### src/rtl/fetch_pkg.sv
// Shared types and constants for the instruction fetch stage.
// The fetch stage optionally exposes performance counters when the
// IF_PERF_COUNT_EN macro is defined (see instruction_fetch_unit).
package fetch_pkg;

    localparam logic [31:0] NOP              = 32'h0000_0000;
    localparam logic [31:0] DEFAULT_RESET_PC = 32'h0000_0000;

    // One prefetched word together with the PC+4 that decode expects alongside it
    typedef struct packed {
        logic [31:0] instr;
        logic [31:0] pc4;
    } fetch_entry_t;

    // Source selected for the IF/ID register on each clock
    typedef enum logic [1:0] {
        IFID_NOP  = 2'd0,
        IFID_HOLD = 2'd1,
        IFID_LOAD = 2'd2
    } ifid_sel_t;

endpackage

### src/rtl/fetch_buffer.sv
// Small synchronous FIFO holding fetched words between the instruction
// memory response port and the IF/ID register. Clear wins over push so a
// redirect discards everything, including a word arriving that same cycle.
module fetch_buffer
    import fetch_pkg::*;
#(
    parameter int DEPTH = 2,
    localparam int PW = $clog2(DEPTH),
    localparam int CW = PW + 1
) (
    input  logic          clk,
    input  logic          reset,
    input  logic          clear,
    input  logic          push,
    input  fetch_entry_t  push_data,
    input  logic          pop,
    output fetch_entry_t  head_data,
    output logic          full,
    output logic          empty,
    output logic [CW-1:0] count
);

    fetch_entry_t  slots [DEPTH];
    logic [PW-1:0] rd_ptr;
    logic [PW-1:0] wr_ptr;
    logic          do_push;
    logic          do_pop;

    assign full      = (count == CW'(DEPTH));
    assign empty     = (count == '0);
    assign do_push   = push && !clear && !full;
    assign do_pop    = pop && !clear && !empty;
    assign head_data = slots[rd_ptr];

    // Pointer and occupancy bookkeeping; clear empties the buffer outright
    always_ff @(posedge clk or negedge reset) begin
        if (!reset) begin
            rd_ptr <= '0;
            wr_ptr <= '0;
            count  <= '0;
        end else if (clear) begin
            rd_ptr <= '0;
            wr_ptr <= '0;
            count  <= '0;
        end else begin
            if (do_push) begin
                wr_ptr <= wr_ptr + 1'b1;
            end
            if (do_pop) begin
                rd_ptr <= rd_ptr + 1'b1;
            end
            if (do_push && !do_pop) begin
                count <= count + 1'b1;
            end else if (!do_push && do_pop) begin
                count <= count - 1'b1;
            end
        end
    end

    // Entry storage needs no reset; occupancy alone says what is valid
    always_ff @(posedge clk) begin
        if (do_push) begin
            slots[wr_ptr] <= push_data;
        end
    end

endmodule

### src/rtl/instruction_fetch_unit.sv
// IF stage of the 5-stage MIPS pipeline: owns the PC, issues in-order
// instruction memory requests, buffers responses and drives IF/ID.
// Defining IF_PERF_COUNT_EN adds fetch and redirect counters as outputs.
module instruction_fetch_unit
    import fetch_pkg::*;
#(
    parameter logic [31:0] RESET_PC   = DEFAULT_RESET_PC,
    parameter int          FIFO_DEPTH = 2
) (
    input  logic        clk,
    input  logic        reset,
    output logic        imemReqValid,
    input  logic        imemReqReady,
    output logic [31:0] imemReqAddr,
    input  logic        imemRespValid,
    input  logic [31:0] imemRespData,
    input  logic        stallInput,
    input  logic        branchControlInput,
    input  logic [31:0] pcBranchInput,
    input  logic        jumpInput,
    input  logic [31:0] pcJumpInput,
    input  logic        ifFlushInput,
    output logic [31:0] instructionOutput,
    output logic [31:0] pc4Output,
    output logic        validOutput
`ifdef IF_PERF_COUNT_EN
    ,
    output logic [31:0] fetchCountOutput,
    output logic [31:0] flushCountOutput
`endif
);

    localparam int CW = $clog2(FIFO_DEPTH) + 1;
    localparam logic [CW:0] DEPTH_LIMIT = (CW + 1)'(FIFO_DEPTH);

    logic [31:0]   pc;
    logic [31:0]   resp_pc;
    logic [CW-1:0] outstanding;
    logic [CW-1:0] drop_count;
    logic [CW-1:0] fifo_count;
    logic [CW:0]   inflight_total;
    logic          fifo_full;
    logic          fifo_empty;
    logic          fifo_push;
    logic          fifo_pop;
    fetch_entry_t  fifo_in;
    fetch_entry_t  fifo_head;
    logic          redirect;
    logic [31:0]   target;
    logic          req_fire;
    logic          resp_keep;
    logic          resp_drop;
    ifid_sel_t     ifid_sel;

    assign redirect = jumpInput | branchControlInput;
    assign target   = jumpInput ? pcJumpInput : pcBranchInput;

    // Requests are capped so every in-flight word is guaranteed a buffer slot
    assign inflight_total = {1'b0, outstanding} + {1'b0, fifo_count};
    assign imemReqValid   = reset && !redirect && (inflight_total < DEPTH_LIMIT);
    assign imemReqAddr    = pc;
    assign req_fire       = imemReqValid && imemReqReady;

    // Responses belonging to a squashed stream are counted off and discarded
    assign resp_drop = imemRespValid && (drop_count != '0);
    assign resp_keep = imemRespValid && (drop_count == '0);
    assign fifo_push = resp_keep && !fifo_full;
    assign fifo_in   = '{instr: imemRespData, pc4: resp_pc + 32'd4};

    fetch_buffer #(
        .DEPTH (FIFO_DEPTH)
    ) u_fetch_buffer (
        .clk       (clk),
        .reset     (reset),
        .clear     (redirect),
        .push      (fifo_push),
        .push_data (fifo_in),
        .pop       (fifo_pop),
        .head_data (fifo_head),
        .full      (fifo_full),
        .empty     (fifo_empty),
        .count     (fifo_count)
    );

    // An accepted response must always find room in the prefetch buffer
    assert property (@(posedge clk) disable iff (!reset)
                     !(resp_keep && !redirect && fifo_full));

    // Fetch PC: jumps to the redirect target, otherwise advances per accepted request
    always_ff @(posedge clk or negedge reset) begin
        if (!reset) begin
            pc <= RESET_PC;
        end else if (redirect) begin
            pc <= target;
        end else if (req_fire) begin
            pc <= pc + 32'd4;
        end
    end

    // Address of the next kept response, used to rebuild PC+4 for each word
    always_ff @(posedge clk or negedge reset) begin
        if (!reset) begin
            resp_pc <= RESET_PC;
        end else if (redirect) begin
            resp_pc <= target;
        end else if (resp_keep) begin
            resp_pc <= resp_pc + 32'd4;
        end
    end

    // Outstanding requests and how many of them are stale after a redirect
    always_ff @(posedge clk or negedge reset) begin
        if (!reset) begin
            outstanding <= '0;
            drop_count  <= '0;
        end else begin
            if (req_fire && !imemRespValid) begin
                outstanding <= outstanding + 1'b1;
            end else if (!req_fire && imemRespValid) begin
                outstanding <= outstanding - 1'b1;
            end
            if (redirect) begin
                drop_count <= outstanding - CW'(imemRespValid);
            end else if (resp_drop) begin
                drop_count <= drop_count - 1'b1;
            end
        end
    end

    // Choose what IF/ID takes next: squash, hold for a hazard, or pop a word
    always_comb begin
        ifid_sel = IFID_NOP;
        if (ifFlushInput || redirect) begin
            ifid_sel = IFID_NOP;
        end else if (stallInput) begin
            ifid_sel = IFID_HOLD;
        end else if (!fifo_empty) begin
            ifid_sel = IFID_LOAD;
        end
    end

    assign fifo_pop = (ifid_sel == IFID_LOAD);

    // IF/ID pipeline register seen by decode
    always_ff @(posedge clk or negedge reset) begin
        if (!reset) begin
            instructionOutput <= NOP;
            pc4Output         <= 32'h0;
            validOutput       <= 1'b0;
        end else begin
            case (ifid_sel)
                IFID_LOAD: begin
                    instructionOutput <= fifo_head.instr;
                    pc4Output         <= fifo_head.pc4;
                    validOutput       <= 1'b1;
                end
                IFID_HOLD: begin
                end
                default: begin
                    instructionOutput <= NOP;
                    pc4Output         <= 32'h0;
                    validOutput       <= 1'b0;
                end
            endcase
        end
    end

`ifdef IF_PERF_COUNT_EN
    // Count instructions handed to decode and redirects taken
    always_ff @(posedge clk or negedge reset) begin
        if (!reset) begin
            fetchCountOutput <= 32'h0;
            flushCountOutput <= 32'h0;
        end else begin
            if (fifo_pop) begin
                fetchCountOutput <= fetchCountOutput + 32'd1;
            end
            if (redirect) begin
                flushCountOutput <= flushCountOutput + 32'd1;
            end
        end
    end
`endif

endmodule

### config.mk
export PLATFORM = sky130hd
export DESIGN_NAME = instruction_fetch_unit
export DESIGN_NICKNAME = d
export VERILOG_FILES = /design/src/rtl/fetch_pkg.sv /design/src/rtl/fetch_buffer.sv /design/src/rtl/instruction_fetch_unit.sv
export SDC_FILE = /design/constraint.sdc
export NUM_CORES = 1
export LEC_CHECK = 0
export CELL_PAD_IN_SITES_DETAIL_PLACEMENT = 1
export CELL_PAD_IN_SITES_GLOBAL_PLACEMENT = 1
export CORE_UTILIZATION = 42
export CTS_CLUSTER_DIAMETER = 40
export DETAILED_ROUTE_END_ITERATION = 7
export GPL_ROUTABILITY_DRIVEN = 0
export PLACE_DENSITY = 0.83
export SLEW_MARGIN = 20
export SYNTH_ARGS = -nofsm -noshare
export SYNTH_HDL_FRONTEND = slang
export SYNTH_SLANG_ARGS = --single-unit
### constraint.sdc
create_clock -name clk -period 8.85 [get_ports clk]
set_input_delay 1.3275 -clock clk [delete_from_list [all_inputs] [get_ports clk]]
set_output_delay 1.3275 -clock clk [all_outputs]
set_load 0.02 [all_outputs]
==> out/results.ini <==
[run_status]
status=completed

[sta]
tns_ns=0
skew_ns=0.01107
setup_viol=0
final_hold_viol_count=0
tightest_slew_ns=1.076
period_needed_ns=4.314
period_share=0.4874
slew_headroom=0.2800
slew_violations=0
fmaxAchievable_mhz=231.8
rsz0062_at_grt=no

[die]
core_um2=27100
row_count=60
dieArea_um2=28510
die_h_um=168.9
ioPinCount=202
dieWidth_um=168.9
initial_core_util=0.4315

[logic_synthesis]
synth_cells=998
netlist.top_cell.by_area=edfxtp_1
synth_nets=1108
synth_top_area_frac=0.3287
synth.avg_cell_area_um2=11.72
synth_seq_cells=265
synthArstFlopShare=0.5170
synth_area_leaders=edfxtp_1, dfrtp_1, mux2i_1
yosys_warnings=0
ys.flop_type=dfrtp_1
ys_types=56
synth_area_um2=11690
synth_seq_area_share=0.6219
synth_edf_count=128

[grt]
grt_pass1_wl_um=52010
overflow=0
antenna_found_initial=0
grt_usage=0.2347
grt_max_degree=84
grtUsageMet2=0.3884
grt_pass1_vias=9390
use_met1=0.3191
grt.busiest_layer=met2
grt_util_met3=0.03928

[pwr]
ir_drop_mv=0.1310
power_density_nw_per_um2=222.8
p_leak_nw=5.712

[clock_network]
clk-insertion-delay-late_ns=0.52
cts_buffers=39
post_cts_buffers=0
cts_tree=yes
clk_pin_slew_worst_paths_ns=0.06
cts_root_buf=clkbuf_16
cts-resized-gates=0
clk_path_buf_depth=3
cts_num_sinks=265
cts_max_level=2
ctsHoldBuffers=0

[worst_hold_path]
min_from=instructionOutput[7]
hold_class=reg2reg

[run]
max_cap_viol_count=0

[critical_path]
crit_arrival_ns=2.99
crit_path_end_kind=primary output
cp-start-kind=input port
crit_path_start=jumpInput
path_max_fanout=41
required_ns=7.52
timing.rr.start=u_fetch_buffer.count[0]
path_class=in2out

[routing]
wire_per_inst_um=20.55
detail-route-antenna-nets=0
routed_via_density=5.607
first_pass_iters=5
drt-initial-drc-count=549
drc=0
wirelength_um=32860
vias=8965

[layout]
layout_commonest_cell=clkdlybuf4s50_1
utilization=0.5724
nFillCells=2769
diodes=0
layout.nets=1306
drive_above_1_share=0.07905
area_delta_synth_final_pct=32.67
most-common-layout-cells=clkdlybuf4s50_1, dfrtp_1, edfxtp_1

[place]
hpwl_um=21130
port_buffers=201

-- state kept, by name (all words and copies together) (netlist names) --
signal,flops
resp_pc,32
drop_count,2
outstanding,2
pc4Output,32
validOutput,1
u_fetch_buffer.rd_ptr,1
u_fetch_buffer.count,2
u_fetch_buffer.wr_ptr,1
u_fetch_buffer.slots,128
imemReqAddr,32
instructionOutput,32
-- worst paths after layout --
check | endpoint | slack, ns | cells past startpoint
worst max-delay path | imemReqValid | 4.54 | 5
worst min-delay path | instructionOutput[7] | 0.47 | 2
worst max register to register | imemReqAddr[18] | 5.92 | 7
worst min register to register | instructionOutput[7] | 0.47 | 2
max in group asynchronous | imemReqAddr[20] | 6.51 | 2
min in group asynchronous | imemReqAddr[23] | 0.87 | 1
-- power by group --
part / internal [mW] / switching (mW)
Sequential: 1.37 / 0.0711
Combinational: 0.167 / 0.215
Clock: 1.08 / 0.558
Total: 2.61 / 0.844
-- cells in the mapped netlist (14+ instances only) --
cell type and n:
nand4_1 14, inv_1 14, a22oi_1 22, mux2i_1 64, xnor2_1 32, nand2_1 111
a21oi_1 59, o21ai_1 32, nor3_1 19, and3_1 17, edfxtp_1 128, o21ai_0 65
clkbuf_1 47, dfrtp_1 137, nand3_1 30, nor2_1 48
-- metal layers --
layer  vias to the layer above  wire, um
met5                         -         0
met4                         0       628
met3                        53      1723
met2                       299     15960
met1                      4516     14540
li1                       4097         -
-- worst max-delay path, cell delays in order --
cell             delay (ns)
clkdlybuf4s50_1        0.46
buf_4                  0.40
nor2_2                 0.07
and3_1                 0.18
clkdlybuf4s50_1        0.53
-- cells by family after synthesis --
kind of cell,count (synthesis),synth area share
flops,265,0.6219
compound gates,252,0.1320
buf+inv,70,0.02279
fa+ha+maj,6,0.007062
simple gates,297,0.1285
mux,64,0.05478
xor+xnor,44,0.03296
-- area by class of cell --
class	count	area (um2)	share of cell area
sequential	265	7276	0.4690
multi-input combinational	663	4189	0.2700
timing repair buffer	213	2123	0.1369
clock buffer	51	1092	0.07041
tap	372	465.4	0.03000
clock inverter	21	315.3	0.02032
inverter	14	52.55	0.003387
-- per-stage QoR --
stage	instances	cell area (um2)	total power [mW]	setup slack (ns)	hold slack [ns]
floorplan	998	11700	1.648	2.663	0.4431
global placement	1526	14080	1.813	4.576	0.4606
detailed placement	1526	14080	1.834	4.551	0.4671
CTS	1598	15490	3.488	4.541	0.4808
global route	1599	15510	3.577	4.484	0.4883
finish	1599	15510	3.456	4.536	0.4732
Note: power is estimated with default switching activity, not from simulation.
